## src/rtl/led_pwm_fader_pkg.sv

```systemverilog
// Shared definitions for the LED PWM fader.
//   PhaseW      : width of the phase/state encoding
//   phase_e     : fader FSM states, values match the external phase output
//   rise_detect : single-cycle rising-edge helper for same-domain rate ticks
package led_pwm_fader_pkg;

  localparam int unsigned PhaseW = 3;

  typedef enum logic [PhaseW-1:0] {
    StIdle     = 3'd0,
    StRampUp   = 3'd1,
    StHoldHi   = 3'd2,
    StRampDown = 3'd3,
    StHoldLo   = 3'd4
  } phase_e;

  // cur is the live signal, prev its registered copy.
  function automatic logic rise_detect(input logic cur, input logic prev);
    return cur & ~prev;
  endfunction

endpackage

```

## src/rtl/led_pwm_fader_pwm_core.sv

```systemverilog
// PWM generator for the LED fader.
//   clk, reset_n  : clock, asynchronous active-low reset
//   clear         : forces duty_active to 0 on the next cycle, bypassing the period boundary
//   duty_target   : duty requested by the fader FSM, sampled at each period boundary
//   duty_active   : duty currently applied to the comparator
//   led_out       : registered PWM output, high while pwm_cnt < duty_active
//   period_start  : one-cycle pulse in the cycle after pwm_cnt wraps MAX -> 0
module led_pwm_fader_pwm_core #(
  parameter int unsigned PWM_BITS      = 8,
  parameter int unsigned PRESCALE_BITS = 4
) (
  input  logic                clk,
  input  logic                reset_n,
  input  logic                clear,
  input  logic [PWM_BITS-1:0] duty_target,
  output logic [PWM_BITS-1:0] duty_active,
  output logic                led_out,
  output logic                period_start
);

  localparam logic [PWM_BITS-1:0] CntMax = '1;

  logic                advance;
  logic                wrap;
  logic [PWM_BITS-1:0] pwm_cnt_q;
  logic [PWM_BITS-1:0] duty_active_q;
  logic                led_q;
  logic                period_start_q;

  if (PRESCALE_BITS == 0) begin : g_no_presc
    assign advance = 1'b1;
  end else begin : g_presc
    logic [PRESCALE_BITS-1:0] presc_q;

    always_ff @(posedge clk or negedge reset_n) begin
      if (!reset_n) begin
        presc_q <= '0;
      end else begin
        presc_q <= presc_q + 1'b1;
      end
    end

    assign advance = &presc_q;
  end

  assign wrap = advance && (pwm_cnt_q == CntMax);

  always_ff @(posedge clk or negedge reset_n) begin
    if (!reset_n) begin
      pwm_cnt_q      <= '0;
      duty_active_q  <= '0;
      led_q          <= 1'b0;
      period_start_q <= 1'b0;
    end else begin
      if (advance) begin
        pwm_cnt_q <= pwm_cnt_q + 1'b1;
      end
      // Disable takes effect immediately rather than waiting for the boundary.
      if (clear) begin
        duty_active_q <= '0;
      end else if (wrap) begin
        duty_active_q <= duty_target;
      end
      led_q          <= (pwm_cnt_q < duty_active_q);
      period_start_q <= wrap;
    end
  end

  assign duty_active  = duty_active_q;
  assign led_out      = led_q;
  assign period_start = period_start_q;

endmodule

```

## src/rtl/led_pwm_fader.sv

```systemverilog
// LED "breathing" fader: ramps PWM duty up, holds bright, ramps down, holds dark,
// stepping once per rising edge of the blink-stage tick.
//   clk, reset_n  : clock, asynchronous active-low reset
//   en            : fader enable (level); low forces IDLE and a dark LED
//   tick_in       : rate signal from the blink stage, rising edges only
//   led_out       : PWM LED drive
//   duty          : duty currently applied
//   phase         : FSM state (0 IDLE, 1 RAMP_UP, 2 HOLD_HI, 3 RAMP_DOWN, 4 HOLD_LO)
//   period_start  : one-cycle pulse at each PWM period start
module led_pwm_fader
  import led_pwm_fader_pkg::*;
#(
  parameter int unsigned PWM_BITS      = 8,
  parameter int unsigned PRESCALE_BITS = 4,
  parameter int unsigned STEP          = 8,
  parameter int unsigned HOLD_TICKS    = 4
) (
  input  logic                clk,
  input  logic                reset_n,
  input  logic                en,
  input  logic                tick_in,
  output logic                led_out,
  output logic [PWM_BITS-1:0] duty,
  output logic [PhaseW-1:0]   phase,
  output logic                period_start
);

  localparam logic [PWM_BITS-1:0] DutyMax  = '1;
  localparam logic [PWM_BITS:0]   StepExt  = (PWM_BITS + 1)'(STEP);
  localparam logic [7:0]          HoldLast = 8'(HOLD_TICKS);

  phase_e              state_q, state_d;
  logic [PWM_BITS-1:0] duty_target_q, duty_target_d;
  logic [7:0]          hold_cnt_q, hold_cnt_d;
  logic                tick_q;
  logic                tick_rise;
  logic [PWM_BITS:0]   duty_sum;

  assign tick_rise = rise_detect(tick_in, tick_q);
  // One bit wider so the ramp-up saturation test sees the carry.
  assign duty_sum  = {1'b0, duty_target_q} + StepExt;

  always_comb begin
    state_d       = state_q;
    duty_target_d = duty_target_q;
    hold_cnt_d    = hold_cnt_q;
    if (!en) begin
      state_d       = StIdle;
      duty_target_d = '0;
      hold_cnt_d    = '0;
    end else begin
      case (state_q)
        StIdle: begin
          duty_target_d = '0;
          state_d       = StRampUp;
        end
        StRampUp: begin
          if (tick_rise) begin
            if (duty_sum >= {1'b0, DutyMax}) begin
              duty_target_d = DutyMax;
              hold_cnt_d    = '0;
              state_d       = StHoldHi;
            end else begin
              duty_target_d = duty_sum[PWM_BITS-1:0];
            end
          end
        end
        StHoldHi: begin
          if (tick_rise) begin
            hold_cnt_d = hold_cnt_q + 8'd1;
            if (hold_cnt_q + 8'd1 == HoldLast) begin
              state_d = StRampDown;
            end
          end
        end
        StRampDown: begin
          if (tick_rise) begin
            if ({1'b0, duty_target_q} <= StepExt) begin
              duty_target_d = '0;
              hold_cnt_d    = '0;
              state_d       = StHoldLo;
            end else begin
              duty_target_d = duty_target_q - StepExt[PWM_BITS-1:0];
            end
          end
        end
        StHoldLo: begin
          if (tick_rise) begin
            hold_cnt_d = hold_cnt_q + 8'd1;
            if (hold_cnt_q + 8'd1 == HoldLast) begin
              state_d = StRampUp;
            end
          end
        end
        default: begin
          state_d = StIdle;
        end
      endcase
    end
  end

  always_ff @(posedge clk or negedge reset_n) begin
    if (!reset_n) begin
      state_q       <= StIdle;
      duty_target_q <= '0;
      hold_cnt_q    <= '0;
      tick_q        <= 1'b0;
    end else begin
      state_q       <= state_d;
      duty_target_q <= duty_target_d;
      hold_cnt_q    <= hold_cnt_d;
      tick_q        <= tick_in;
    end
  end

  led_pwm_fader_pwm_core #(
    .PWM_BITS      (PWM_BITS),
    .PRESCALE_BITS (PRESCALE_BITS)
  ) u_pwm_core (
    .clk          (clk),
    .reset_n      (reset_n),
    .clear        (~en),
    .duty_target  (duty_target_q),
    .duty_active  (duty),
    .led_out      (led_out),
    .period_start (period_start)
  );

  assign phase = state_q;

endmodule

```

## config.mk

```make
export PLATFORM = sky130hd
export DESIGN_NAME = led_pwm_fader
export DESIGN_NICKNAME = d
export VERILOG_FILES = /design/src/rtl/led_pwm_fader_pkg.sv /design/src/rtl/led_pwm_fader_pwm_core.sv /design/src/rtl/led_pwm_fader.sv
export SDC_FILE = /design/constraint.sdc
export NUM_CORES = 1
export LEC_CHECK = 0
export ABC_CLOCK_PERIOD_IN_PS = 4400
export CAP_MARGIN = 20
export CORE_UTILIZATION = 40
export CTS_CLUSTER_DIAMETER = 50
export DETAILED_ROUTE_END_ITERATION = 12
export HOLD_SLACK_MARGIN = 0.12
export REMOVE_ABC_BUFFERS = 1
export SLEW_MARGIN = 20
export SYNTH_ARGS = -nofsm -noshare
export SYNTH_HDL_FRONTEND = slang
export SYNTH_SLANG_ARGS = --single-unit
```

## constraint.sdc

```tcl
create_clock -name clk -period 4.4 [get_ports clk]
set_input_delay 0.44 -clock clk [delete_from_list [all_inputs] [get_ports clk]]
set_output_delay 0.44 -clock clk [all_outputs]
set_load 0.005 [all_outputs]
```

## After elaboration in Yosys (flattened, before gate mapping)

Index checks and enable logic that the tools add are counted.

- Add/sub/neg operators: 5
- Magnitude comparators: 3
- Equality and inequality tests: 18
- Multiplexer cells: 25
- Bitwise logic cells: 2
- Reductions and logical operators: 7

Operators with widths:

| kind | count |
|---|---|
| $mux 8 | 13 |
| $pmux 8 s3 | 2 |
| $mux 3 | 9 |
| $ne 3x3->1 const B | 8 |
| $add 8x1->8 const B | 2 |
| $pmux 3 s5 | 1 |
| $add 8x4->9 const B | 1 |
| $ge 9x8->1 const B | 1 |
| $eq 8x3->1 const B | 1 |
| $eq 8x8->1 const B | 1 |
| $le 8x4->1 const B | 1 |
| $lt 8x8->1 | 1 |
| $reduce_and 8->1 | 1 |
| $sub 8x4->8 const B | 1 |
| $eq 3x2->1 const B | 2 |
| $reduce_and 6->1 | 1 |
| $add 4x1->4 const B | 1 |
| $ne 4x1->1 const B | 1 |
| $ne 4x2->1 const B | 1 |
| $reduce_and 4->1 | 1 |
| $eq 3x1->1 const B | 1 |
| $eq 3x3->1 const B | 1 |
| $logic_not 3->1 | 1 |
| $ne 3x2->1 const B | 1 |
| 6 further kinds | 6 |

- Register bits after elaboration: 42
- Bits of input ports: 4
- Output and inout port bits: 13
- Logic and storage cells: 69

## Logic depth before layout (Yosys ltp)

Gate-level depths: netlist of the first run.

- Word-level depth: 6
- Mapped depth: 9
- Gate-level depth less buffers: 8

## Modules after synthesis

Synthesis of the first run repeated with hierarchy kept, for this count alone.

- Cells, all modules: 251
- Area, all modules: 2468.6 um2

Modules (own cells, without submodules):

| module | instances | cells an instance | area each (um2) | sequential area each (um2) |
|---|---|---|---|---|
| led_pwm_fader | 1 | 162 | 1421.4 | 450.4 |
| led_pwm_fader_pwm_core | 1 | 89 | 1047.3 | 550.5 |

## Least setup slack after synthesis of the first run

Ideal clock, no wire load.

- Path kind: reg-to-reg
- From: register duty_target_q[3]
- To: register hold_cnt_q[1]
- Library setup time: 125 ps
- Data arrival time: 2198 ps
- Setup slack: 2077 ps
- Stages on the path, launching flop included: 10
- Period minus slack after synthesis: 2323 ps
- Path through: dfrtp_1 -> buf_6 -> inv_1 -> ha_1 -> nor2b_2 -> o211ai_2 -> a21oi_1 -> o31a_4 -> a31oi_4 -> mux2_4

- Longest elaborated chain between the ends: 4

RTL lines:

| what | RTL line | source |
|---|---|---|
| from (decl) | led_pwm_fader.sv:33 | `logic [PWM_BITS-1:0] duty_target_q, duty_target_d;` |
| from (signal assigned) | led_pwm_fader.sv:110 | `duty_target_q <= duty_target_d;` |
| $add 8x4->9 | led_pwm_fader.sv:41 | `assign duty_sum = {1'b0, duty_target_q} + StepExt;` |
| $ge 9x8->1 | led_pwm_fader.sv:59 | `if (duty_sum >= {1'b0, DutyMax}) begin` |
| $ne 3x3->1 (no source line) | n/a |  |
| $reduce_and 6->1 (no source line) (*) | n/a |  |
| to (signal assigned) | led_pwm_fader.sv:111 | `hold_cnt_q <= hold_cnt_d;` |
| to (decl) | led_pwm_fader.sv:34 | `logic [7:0] hold_cnt_q, hold_cnt_d;` |

Mark *: on every way between the ends. The rest lies on a longest branch, timed or not.
A chain may end at the register's enable or synchronous reset.

## Worst setup path after layout of the first run

Ends and elaborated chain as after synthesis.

==> run summary, run 1 <==
The remaining antenna violation count is 0, and the number of global-route vias before repair is 1716. For the post-CTS setup repair buffer count, the log shows 0. After clock tree synthesis, the clock-pin slew on the worst setup and hold paths is 0.08 ns. The overall power of the completed layout came out at 703 µW. 0 antenna diodes ended up in the layout. The run gives 378 MHz as the maximum clock frequency. The worst setup path is captured at a register. Entering global routing, the biggest net connects 39 pins. Final hold analysis gives a worst-case slack of 0.252 ns. The startpoint identified for the worst register-to-register timing path is duty_target_q[3]. Hold repair after CTS inserted 0 buffers. Setup repair after global routing left no endpoint under its margin. The area of the core is 5610 µm². The number of iterations in the first detailed-routing pass was 4; the final number of max-transition violations was 0. CTS built an H-tree with a depth of 2.

In this design, the stage delay of the slowest critical-path cell is 0.55 ns. The tools report the startpoint type of the worst setup path as a register. The number of buffers between clock root and the deepest sink is 2.

The critical path goes through inv_1 > ha_1 > nor2b_2 > o211ai_2 > a21oi_1 > o31a_4 > a31oi_4 > mux2_4. The number of gates resized after CTS was 0; the wire length of the first global-routing pass was 8050 µm. Buffer and inverter count on the worst path: 1. The count of endpoints failing hold in the final timing report came out at 0. In the layout the commonest cells are dfrtp_1, nand2_1, clkdlybuf4s50_1.

The startpoint-to-endpoint class of the critical path is register to register. The final number of setup-violating endpoints came out at 0. The logs give 40.0% for the share of the yosys chip area belonging to registers and 5 for the total CTS buffers. The peak fanout along the critical path was 11. The clock latency on the worst-skew pair is 0.29 ns. The most critical setup path has its startpoint at duty_target_q[3]. The logs give 0 for the number of antenna violations at the first check in global routing and 251 for the post-synthesis instance total. The worst register-to-register path has a setup slack of 1.75 ns. Each instance of the synthesized netlist takes up on average 9.47 µm². The logs give 0.00646 ns for the largest clock skew in the final design and 27 for the total number of placement rows. The Yosys step of the flow raised 0 warnings. CTS placed an instance of clkbuf_8 at the clock tree root.

Subtracting the final worst setup slack from the clock period gives 2.65 ns. In the final routed layout, each cell accounts on average for 13.5 µm. Maximum ir drop on the vdd rail: 0.152 mV. TritonCTS built the clock tree.

Across every metal layer, demand over resource in global routing totals 16.4%. The total of flip-flops plus latches after synthesis came out at 38. During I/O placement, the number of pins put on the boundary was 17. The final route contains 1800 vias.

The weighted congestion reported at the end of routability-driven placement is 0.894. The tools report the half-perimeter wire length after detailed placement as 3190 µm. Fill cells in the final layout number 562.

Across the run, the number of max-cap violations was 0. The TritonCTS sink count is 38, and the final wirelength is 4470 µm. STA puts the critical path data required time at 4.59 ns.

After the first detailed-routing iteration, the DRC count stood at 53. The floorplan step defined a die boundary enclosing 6250 µm². The floorplan die height is 79.1 µm, and the number of distinct library cells after synthesis is 54.

The library cell used most frequently in the layout, excluding fill and tap cells, is dfrtp_1. Global routing finished with a remaining overflow of 0. The tools report the leakage power summed over all cells as 1.12 nW. Width of the chip: 79.1 µm. For the data arrival at the endpoint of the critical path, the log shows 2.83 ns.

The synthesized netlist occupies a cell area of 2380 µm². For this run, design rule violations remaining after detail routing come to 0. The most used flip-flop cell after synthesis was dfrtp_1. After synthesis, the share of flip-flops with an asynchronous set or reset is 100%.

Final critical-path share of the clock period: 60.2%. The total number of nets in the final design was 277; the number of flops mapped to enable cells by yosys was 0. The worst hold path belongs to the class primary input to asynchronous set/reset pin.

In this run the power density over the cells is 267 nW/µm². The tools report the setup TNS after final layout as 0 ns. Of the cells placed in the final design, the portion with a size suffix greater than 1 is 8.85%. The starting density of the core was 42.4%. The run finished with clean final reports. At the pin with the least slew margin, the transition time is 0.845 ns. For this design, the slowest cell found on the critical path is dfrtp_1. Input and output buffers added on the ports amount to 16. The layout overhead on the synthesized area came out at 10.6%. The tools report the normalized max-slew margin as 43.7%.

The kind of cell with the highest combined delay along the critical path is compound AO/OA/AOI/OAI gates. After detailed routing, the number of vias per cell comes to 5.42.
==> state kept, by name, summed over array words and instances, names as in the netlist <==
signal and flops:
u_pwm_core.duty_active 6, hold_cnt_q 8, u_pwm_core.led_out 1, tick_q 1, u_pwm_core.period_start 1, u_pwm_core.pwm_cnt_q 8, duty_target_q 6, u_pwm_core.g_presc.presc_q 4
phase 3
==> synth_stat cells, types with 2 or more instances <==
master	instances	share of area [%]
nor3_1	5	1.1
nor4_1	3	0.79
a21boi_0	7	2.2
a31oi_1	3	0.79
a21o_1	4	1.3
o21ai_0	11	2.3
o2bb2ai_1	6	2.2
and3_1	5	1.3
dfrtp_1	38	40
nand2_1	30	4.7
clkbuf_1	5	0.79
a311oi_1	2	0.74
nor4b_1	2	0.74
nor2b_1	6	1.6
a31o_2	2	0.74
buf_2	5	1.1
inv_1	14	2.2
nand3_1	9	1.9
o21a_1	2	0.63
ha_1	14	7.4
a21oi_1	14	2.9
nand2b_1	2	0.53
mux2i_1	2	0.84
buf_6	2	0.95
buf_4	3	0.95
o21bai_1	3	0.95
xnor2_1	7	2.6
xor2_1	7	2.6
a21o_2	2	0.74
nand4_1	4	1.1
nor2_1	9	1.4
==> per-layer routing <==
| metal | track usage [%] | share of wire (%) | vias up |
|---|---|---|---|
| met5 | 0 | 0 | - |
| met4 | 6.91 | 1.6 | 0 |
| met3 | 3.22 | 3.8 | 5 |
| met2 | 26.3 | 46 | 42 |
| met1 | 21.6 | 48 | 838 |
| li1 | - | - | 915 |
==> where the power goes <==
| group | internal (mW) | switching, mW | total [mW] |
|---|---|---|---|
| Sequential | 0.354 | 0.0163 | 0.370 |
| Combinational | 0.0337 | 0.0458 | 0.0795 |
| Clock | 0.126 | 0.127 | 0.253 |
| Total | 0.514 | 0.189 | 0.703 |
==> cells by family (layout without fill, tap and decap cells) <==
group                    count (synthesis)  count (layout)  synth area share, %
flip-flops                              38              38                 40.0
AND/OR/NAND/NOR                         82              82                 17.6
AO/OA/AOI/OAI                           70              70                 21.9
adder cells (fa/ha/maj)                 14              14                 7.37
XOR/XNOR                                14              14                 5.16
buffers and inverters                   29              38                 5.95
multiplexers                             4               4                 1.95
==> cell type report <==
class,count,area [µm²],share of cell area (%)
inverter,14,52.6,2.00
sequential,38,951,36.2
multi-input combinational,184,1280,48.9
clock inverter,2,12.5,0.476
timing repair buffer,16,155,5.90
clock buffer,6,82.6,3.14
tap,72,90.1,3.43
==> per-stage QoR <==
| stage | std cells | setup WS, ns | util [%] | cell area, µm² |
|---|---|---|---|---|
| 5_1_grt | 332 | 1.64 | 46.9 | 2630 |
| 4_1_cts | 332 | 1.77 | 46.9 | 2630 |
| 3_5_place_dp | 324 | 1.78 | 45.2 | 2530 |
| 3_3_place_gp | 324 | 1.84 | 45.2 | 2530 |
| 6_report | 332 | 1.75 | 46.9 | 2630 |
| 2_1_floorplan | 236 | 2.00 | - | 2290 |
==> worst register-to-register path: cells and delay by family (launching register included) <==
kind / cells / cell delay (ns)
AO/OA/AOI/OAI: 4 / 0.98
adder cells (fa/ha/maj): 1 / 0.35
buffers and inverters: 1 / 0.17
flip-flops: 1 / 0.55
multiplexers: 1 / 0.33
AND/OR/NAND/NOR: 1 / 0.17
==> worst paths after layout <==
path / cells after the start / endpoint
setup / recovery: 8 / hold_cnt_q[1]
hold / removal: 1 / hold_cnt_q[3]
setup reg to reg: 8 / hold_cnt_q[1]
hold reg to reg: 1 / u_pwm_core.g_presc.presc_q[0]
max in group asynchronous: 1 / u_pwm_core.led_out
min in group clk: 1 / u_pwm_core.g_presc.presc_q[0]
Power figures use the tool's default switching activity.
==> run 2, diff against run 1 <==
--- a/config.mk
+++ b/config.mk
@@ -5,7 +5,7 @@
 export SDC_FILE = /design/constraint.sdc
 export NUM_CORES = 1
 export LEC_CHECK = 0
-export ABC_CLOCK_PERIOD_IN_PS = 4400
+export ABC_CLOCK_PERIOD_IN_PS = 2550
 export CAP_MARGIN = 20
 export CORE_UTILIZATION = 40
 export CTS_CLUSTER_DIAMETER = 50
==> constraint.sdc (replaced) <==
create_clock -name clk -period 2.55 [get_ports clk]
set_input_delay 0.255 -clock clk [delete_from_list [all_inputs] [get_ports clk]]
set_output_delay 0.255 -clock clk [all_outputs]
set_load 0.005 [all_outputs]
==> run 2 against run 1 <==
Against the previous run: sequential power is 72% higher; sequential share of layout area is 1.3 points lower; clock-buffer cell count is 1 lower; critical endpoint unchanged; highest routed layer unchanged; setup slack worse by 1.5 ns; global-route usage is 0.24 points higher; flip-flop and latch count stayed put; clock power is 150% higher; utilization is 1.7 points higher; register-to-register slack worse by 1.5 ns.
==> run summary, run 2 (synthesis results as in run 1) <==
The number of vias per cell came out at 5.50 (+1.5%). The number of maximum-capacitance constraint violations is 0 (unchanged). The logs give 0 (unchanged) for the total global routing overflow and 0 (unchanged) for the remaining antenna violation count. CTS placed an instance of clkbuf_8 at the clock tree root. The run gives 0.0118 ns (+0.00537 ns) as the largest clock skew in the final design. The largest registers in the layout are hold_cnt_q x8, u_pwm_core.pwm_cnt_q x8. The total area of sequential cells came out at 951 µm² (unchanged). The tools report the final number of max-transition violations as 0 (unchanged). Startpoint-to-endpoint class of the critical path: register to register. The tools report the overall die area as 6250 µm² (unchanged).

The tools report the final wirelength as 4590 µm (+2.5%). The logs give 90 (+70%) for the violation count after the first detailed-routing iteration and 27 (unchanged) for the total number of placement rows. The tools report the count of pins on the block boundary as 17 (unchanged). Largest net degree at the start of global routing: 39 (unchanged).

The floorplan die height was 79.1 µm (unchanged); the number of global-route vias before repair was 1747 (+1.8%). The number of buffers between clock root and the deepest sink was 2 (unchanged); the global-route usage over all layers was 16.7% (+0.24 points). TritonCTS built the clock tree.

The logs give 0 (unchanged) for the number of antenna violations at the first check in global routing and 5610 µm² (unchanged) for the area of the core. Setup repair after global routing left no endpoint under its margin. The number of port buffers came out at 16 (unchanged). The fraction of layout instances using a drive strength above 1 works out to 10.9% (+2.0 points).

The logs give 284 (+2.5%) for the total number of nets in the final design and 2.73 ns (-1.86 ns) for the worst endpoint required time. The width of the chip came out at 79.1 µm (unchanged). The filler cell count came out at 543 (-3.4%). The post-detailed-route DRC marker count was 0 (unchanged).

The top cell types in the final layout, fill and taps aside, are dfrtp_1, nand2_1, clkdlybuf4s50_1. The run gives 1280 µm² (unchanged) as the multi-input logic area. The TritonCTS sink count came out at 38 (unchanged). The layout overhead on the synthesized area is 14.7%, and the slew at the pin closest to its max-slew limit is 0.835 ns (-0.00971 ns).

The worst setup path is launched from a register. The logs give 0.276 mV (+81%) for the maximum ir drop on the vdd rail and 4 (unchanged) for the number of iterations in the first detailed-routing pass. The half-perimeter wire length after detailed placement is 3270 µm (+2.6%). Final critical-path share of the clock period: 90.5% (+30 points). The clock latency on the worst-skew pair is 0.29 ns (about the same). The most common cell after layout, fill and taps aside is dfrtp_1. For the number of gates resized after CTS, the log shows 0 (unchanged).

The tools report the setup TNS after final layout as 0 ns (unchanged). The count of endpoints failing hold in the final timing report is 0 (unchanged). For the normalized max-slew margin, the log shows 44.3% (+0.65 points).

The overall via count from detail_route is 1866 (+3.7%), and the total power density per cell area is 520 nW/µm² (+94%). The logs give 2.49 ns (-0.34 ns) for the data arrival at the endpoint of the critical path and 8180 µm (+1.6%) for the wire length of the first global-routing pass. The total CTS buffers was 5 (unchanged); the average wire per cell in the routed design was 13.5 µm (+0.43%). The weighted congestion reported at the end of routability-driven placement is 0.914 (+2.2%), and the final number of setup-violating endpoints is 0 (unchanged).

The clock-pin slew on the worst setup and hold paths was 0.09 ns (about the same); the final standard cell utilization of the core was 48.6% (+1.7 points). For the maximum clock frequency, the log shows 433 MHz (+15%). The run gives 2 (unchanged) as the maximum level of the CTS H-tree.

Worst min-delay path class: primary input to register. Number of antenna diodes: 0 (unchanged). Leakage power summed over all cells: 1.18 nW (+5.0%). The final critical delay including setup and external delays came out at 2.31 ns (-0.340 ns).

The flow ran to the end, and the final reports show no timing, DRC or antenna violations. The endpoint class of the critical path is a register. The peak fanout along the critical path is 8 (-3). The run gives 42.4% (unchanged) as the starting density of the core.
[run 2: final cells by class]
class,instances,area share (%)
Clock inverter,3,2.53
Timing Repair Buffer,23,7.71
Inverter,14,1.93
Clock buffer,5,2.53
Multi-Input combinational cell,184,47.1
Sequential cell,38,34.9
Tap cell,72,3.31
[run 2: power breakdown]
| group | internal [mW] | switching (mW) |
|---|---|---|
| sequential | 0.611 | 0.0255 |
| combinational | 0.0655 | 0.0845 |
| clock | 0.392 | 0.237 |
| total | 1.07 | 0.347 |
[run 2: final timing paths]
check | startpoint | end | slack, ns | cells past startpoint
max in group asynchronous | reset_n | u_pwm_core.period_start | 1.41 | 2
setup reg to reg | duty_target_q[4] | hold_cnt_q[1] | 0.24 | 8
hold / removal | tick_in | tick_q | 0.45 | 1
min in group asynchronous | reset_n | u_pwm_core.pwm_cnt_q[2] | 0.61 | 2
setup / recovery | duty_target_q[4] | hold_cnt_q[1] | 0.24 | 8
hold reg to reg | u_pwm_core.g_presc.presc_q[0] | u_pwm_core.g_presc.presc_q[0] | 0.46 | 1
[run 2: repair_timing]
item                      CTS  global route
hold buffers                1             0
setup buffers               0             0
hold endpoints to repair   38             0
[run 2: layer usage]
metal / part of all wire (%) / track usage [%] / wire (µm)
met1: 50 / 22.0 / 2270
met2: 46 / 26.9 / 2100
met5: 0 / 0 / 0
met4: 1.5 / 7.27 / 70
met3: 3.1 / 2.64 / 140
[run 2: through the flow]
stage	setup slack, ns	cell area, µm²	instances	total power, mW	hold WS, ns
detailed placement	0.285	2580	330	0.797	0.418
finish	0.242	2730	339	1.42	0.447
global route	0.190	2730	339	1.47	0.452
global placement	0.335	2580	330	0.798	0.426
floorplan	0.153	2290	236	0.732	-0.0406
CTS	0.274	2730	339	1.43	0.441
[run 2: critical path, cell delays in order (launching register included)]
cell and delay (ns):
dfrtp_1 0.49, inv_1 0.10, ha_1 0.30, nor2b_2 0.16, o211ai_2 0.15, a21oi_1 0.12, o31a_4 0.37, a31oi_4 0.20
mux2_4 0.31
==> run 3, diff against run 2 <==
--- a/config.mk
+++ b/config.mk
@@ -7,11 +7,12 @@
 export LEC_CHECK = 0
 export ABC_CLOCK_PERIOD_IN_PS = 2550
 export CAP_MARGIN = 20
-export CORE_UTILIZATION = 40
+export CORE_UTILIZATION = 35
 export CTS_CLUSTER_DIAMETER = 50
 export DETAILED_ROUTE_END_ITERATION = 12
-export HOLD_SLACK_MARGIN = 0.12
+export HOLD_SLACK_MARGIN = 0.1
 export REMOVE_ABC_BUFFERS = 1
+export SETUP_SLACK_MARGIN = 0.15
 export SLEW_MARGIN = 20
 export SYNTH_ARGS = -nofsm -noshare
 export SYNTH_HDL_FRONTEND = slang
==> run 3 against run 2 <==
Against the previous run: the run now ends with design-rule violations left; clock-buffer cell count up 1; die area up 14%; largest cell class unchanged; non-clock buffer count down 2; clock power down 31%; cell count up 0.88%; wire length up 3.5%; sequential power about the same; via count down 0.75%; clock skew down 0.0073 ns; global-route usage down 2.3 points; critical endpoint is now hold_cnt_q[0]; total power down 14%.
==> run summary, run 3 (synthesis results as in run 1) <==
The maximum ir drop on the vdd rail is 0.325 mV (+18%). TritonCTS built the clock tree. The total global routing overflow is 0 (unchanged). The width of the chip is 84.4 µm (+6.7%). The cell sitting at the root of the clock tree is a clkbuf_8.

The checks that failed: design-rule violations. The slew at the pin closest to its max-slew limit was 0.851 ns (+0.0159 ns). The number of iterations in the first detailed-routing pass is 10 (+6), and the fraction of layout instances using a drive strength above 1 is 10.6% (-0.30 points).

Violation count after the first detailed-routing iteration: 177 (+97%). The wire length on met1 was 2410 µm (+6.2%); the total CTS buffers was 5 (unchanged). The number of buffers inserted by hold repair at cts is 0 (-1), and the clock-pin slew on the worst setup and hold paths is 0.08 ns (about the same). The area of the core is 6460 µm² (+15%), and the number of maximum-capacitance constraint violations is 0 (unchanged). For the data arrival at the endpoint of the critical path, the log shows 2.39 ns (-0.10 ns). The run gives 0 ns (unchanged) as the setup TNS after final layout. The overall die area was 7120 µm² (+14%); the normalized max-slew margin was 43.2% (-1.1 points).

The tools report the TritonCTS sink count as 38 (unchanged). Startpoint-to-endpoint class of the critical path: register to register. The filler cell count was 652 (+20%).

The run gives 3 (+3) as the post-detailed-route DRC marker count. Logic depth of the worst setup path including buffers: 9 (+1). The tools report the worst endpoint required time as 2.73 ns (about the same). Count of endpoints failing hold in the final timing report: 0 (unchanged).

The run gives 0.28 ns (about the same) as the clock latency on the worst-skew pair. In the layout the commonest cells are dfrtp_1, nand2_1, clkdlybuf4s50_1. For the number of buffers between clock root and the deepest sink, the log shows 2 (unchanged). Grouping stages by cell kind, the critical path spends the most delay in compound AO/OA/AOI/OAI gates.

The post-CTS setup repair buffer count is 0 (unchanged), and the largest net degree at the start of global routing is 39 (unchanged). The tools report the half-perimeter wire length after detailed placement as 3350 µm (+2.4%). The signal on the critical path passes through buf_4 > ha_1 > a22o_1 > a2bb2oi_1 > nor3_1 > o31a_4 > a31oi_4 > buf_4 > a21o_2. The buffer and inverter count on the worst path was 2 (+1). For the final number of setup-violating endpoints, the log shows 0 (unchanged).

The count of pins on the block boundary is 17 (unchanged), and the final critical-path share of the clock period is 86.3% (-4.2 points). The leakage power summed over all cells was 1.15 nW (-2.6%). Setup repair after global routing left no endpoint under its margin. The logs give 0 (unchanged) for the remaining antenna violation count and 454 MHz (+4.8%) for the maximum clock frequency. The cell with the biggest individual delay on the critical path was dfrtp_1. The number of gates resized after CTS was 0 (unchanged); the wire length of the first global-routing pass was 8240 µm (+0.67%). The total number of placement rows came out at 29 (+7.4%). The tools report the setup slack at placement as 0.363 ns (+0.0774 ns). The final wirelength was 4750 µm (+3.5%); the wire length on met3 was 187 µm (+34%). The final critical delay including setup and external delays is 2.20 ns (-0.106 ns), and the number of global-route vias before repair is 1712 (-2.0%). Most common cell after layout, fill and taps aside: dfrtp_1. The largest incremental delay on the critical path came out at 0.38 ns (-0.11 ns).

STA classifies the critical path endpoint as a register. The overall via count from detail_route was 1852 (-0.75%). The run finished, with violations left. The largest clock skew in the final design was 0.00453 ns (-0.00730 ns). The final number of max-transition violations was 0 (unchanged). Cell repeated most along the worst path: buf_4. The global-route usage over all layers was 14.3% (-2.3 points); the weighted congestion reported at the end of routability-driven placement was 0.861 (-5.9%). The peak fanout along the critical path works out to 10 (+2). The setup slack of the critical path after layout is 0.348 ns (+0.106 ns). The highest metal layer with signal wires is met4.

The total number of nets in the final design is 282 (-0.70%), and the floorplan die height is 84.4 µm (+6.7%). The logs give 0 (unchanged) for the number of antenna diodes and 2130 µm (+1.2%) for the sum of met2 wire segment lengths after detailed routing. The average wire per cell in the routed design was 13.9 µm (+2.6%). The startpoint type of the worst setup path was a register. The logic depth of the worst register-to-register path is 9 (+1), and the starting density of the core is 36.8% (-5.6 points). Compared with the post-synthesis result, the final layout area differs by 12.4%. The number of port buffers came out at 16 (unchanged). The largest registers in the layout are hold_cnt_q x8, u_pwm_core.pwm_cnt_q x8.

The number of antenna violations at the first check in global routing was 0 (unchanged). The tools report the maximum level of the CTS H-tree as 2 (unchanged). The path class of the tightest hold or removal check is primary input to asynchronous set/reset pin.

The total power density per cell area is 456 nW/µm² (-12%), and the number of vias per cell is 5.42 (-1.6%).
==> run 3: changes by cell type in the layout (fill, tap and decap cells not counted) <==
| cell | before | now |
|---|---|---|
| buf_4 | 6 | 5 |
| bufinv_16 | 2 | 0 |
| clkbuf_8 | 5 | 6 |
| clkinv_2 | 0 | 1 |
| clkinv_4 | 1 | 0 |
| clkinvlp_4 | 0 | 1 |
| dlygate4sd3_1 | 1 | 0 |
==> run 3: cell type report <==
cell class	instances	area [µm²]	share of cell area (%)
Multi-Input combinational cell	184	1280	48.1
Sequential cell	38	951	35.6
Timing Repair Buffer	21	193	7.21
Tap cell	77	96.3	3.61
Clock buffer	6	82.6	3.09
Inverter	14	52.6	1.97
Clock inverter	2	12.5	0.468
==> run 3: metal layers <==
layer / up-vias / global-route usage [%]
li1: 922 / -
met5: - / 0
met2: 44 / 22.4
met3: 2 / 2.95
met4: 0 / 3.24
met1: 884 / 20.6
==> run 3: power breakdown <==
group          switching, mW  internal, mW
sequential            0.0236         0.611
combinational         0.0883        0.0638
clock                  0.216         0.217
==> run 3: final timing paths <==
path	endpoint	slack (ns)	start
max	hold_cnt_q[0]	0.35	duty_target_q[3]
min	u_pwm_core.pwm_cnt_q[2]	0.08	reset_n
max reg2reg	hold_cnt_q[0]	0.35	duty_target_q[3]
min reg2reg	u_pwm_core.g_presc.presc_q[0]	0.46	u_pwm_core.g_presc.presc_q[0]
max in group asynchronous	phase[0]	1.94	reset_n
min in group clk	u_pwm_core.g_presc.presc_q[0]	0.46	u_pwm_core.g_presc.presc_q[0]
==> run 3: metrics by stage <==
step                instances  hold WS, ns  util [%]  area, µm²  power [mW]
floorplan                 236      -0.0406         -       2290       0.732
global route              342        0.154      41.4       2670        1.29
detailed placement        334        0.431      39.9       2580       0.798
global placement          334        0.427      39.9       2580       0.798
finish                    342       0.0750      41.4       2670        1.22
CTS                       342        0.110      41.4       2670        1.24
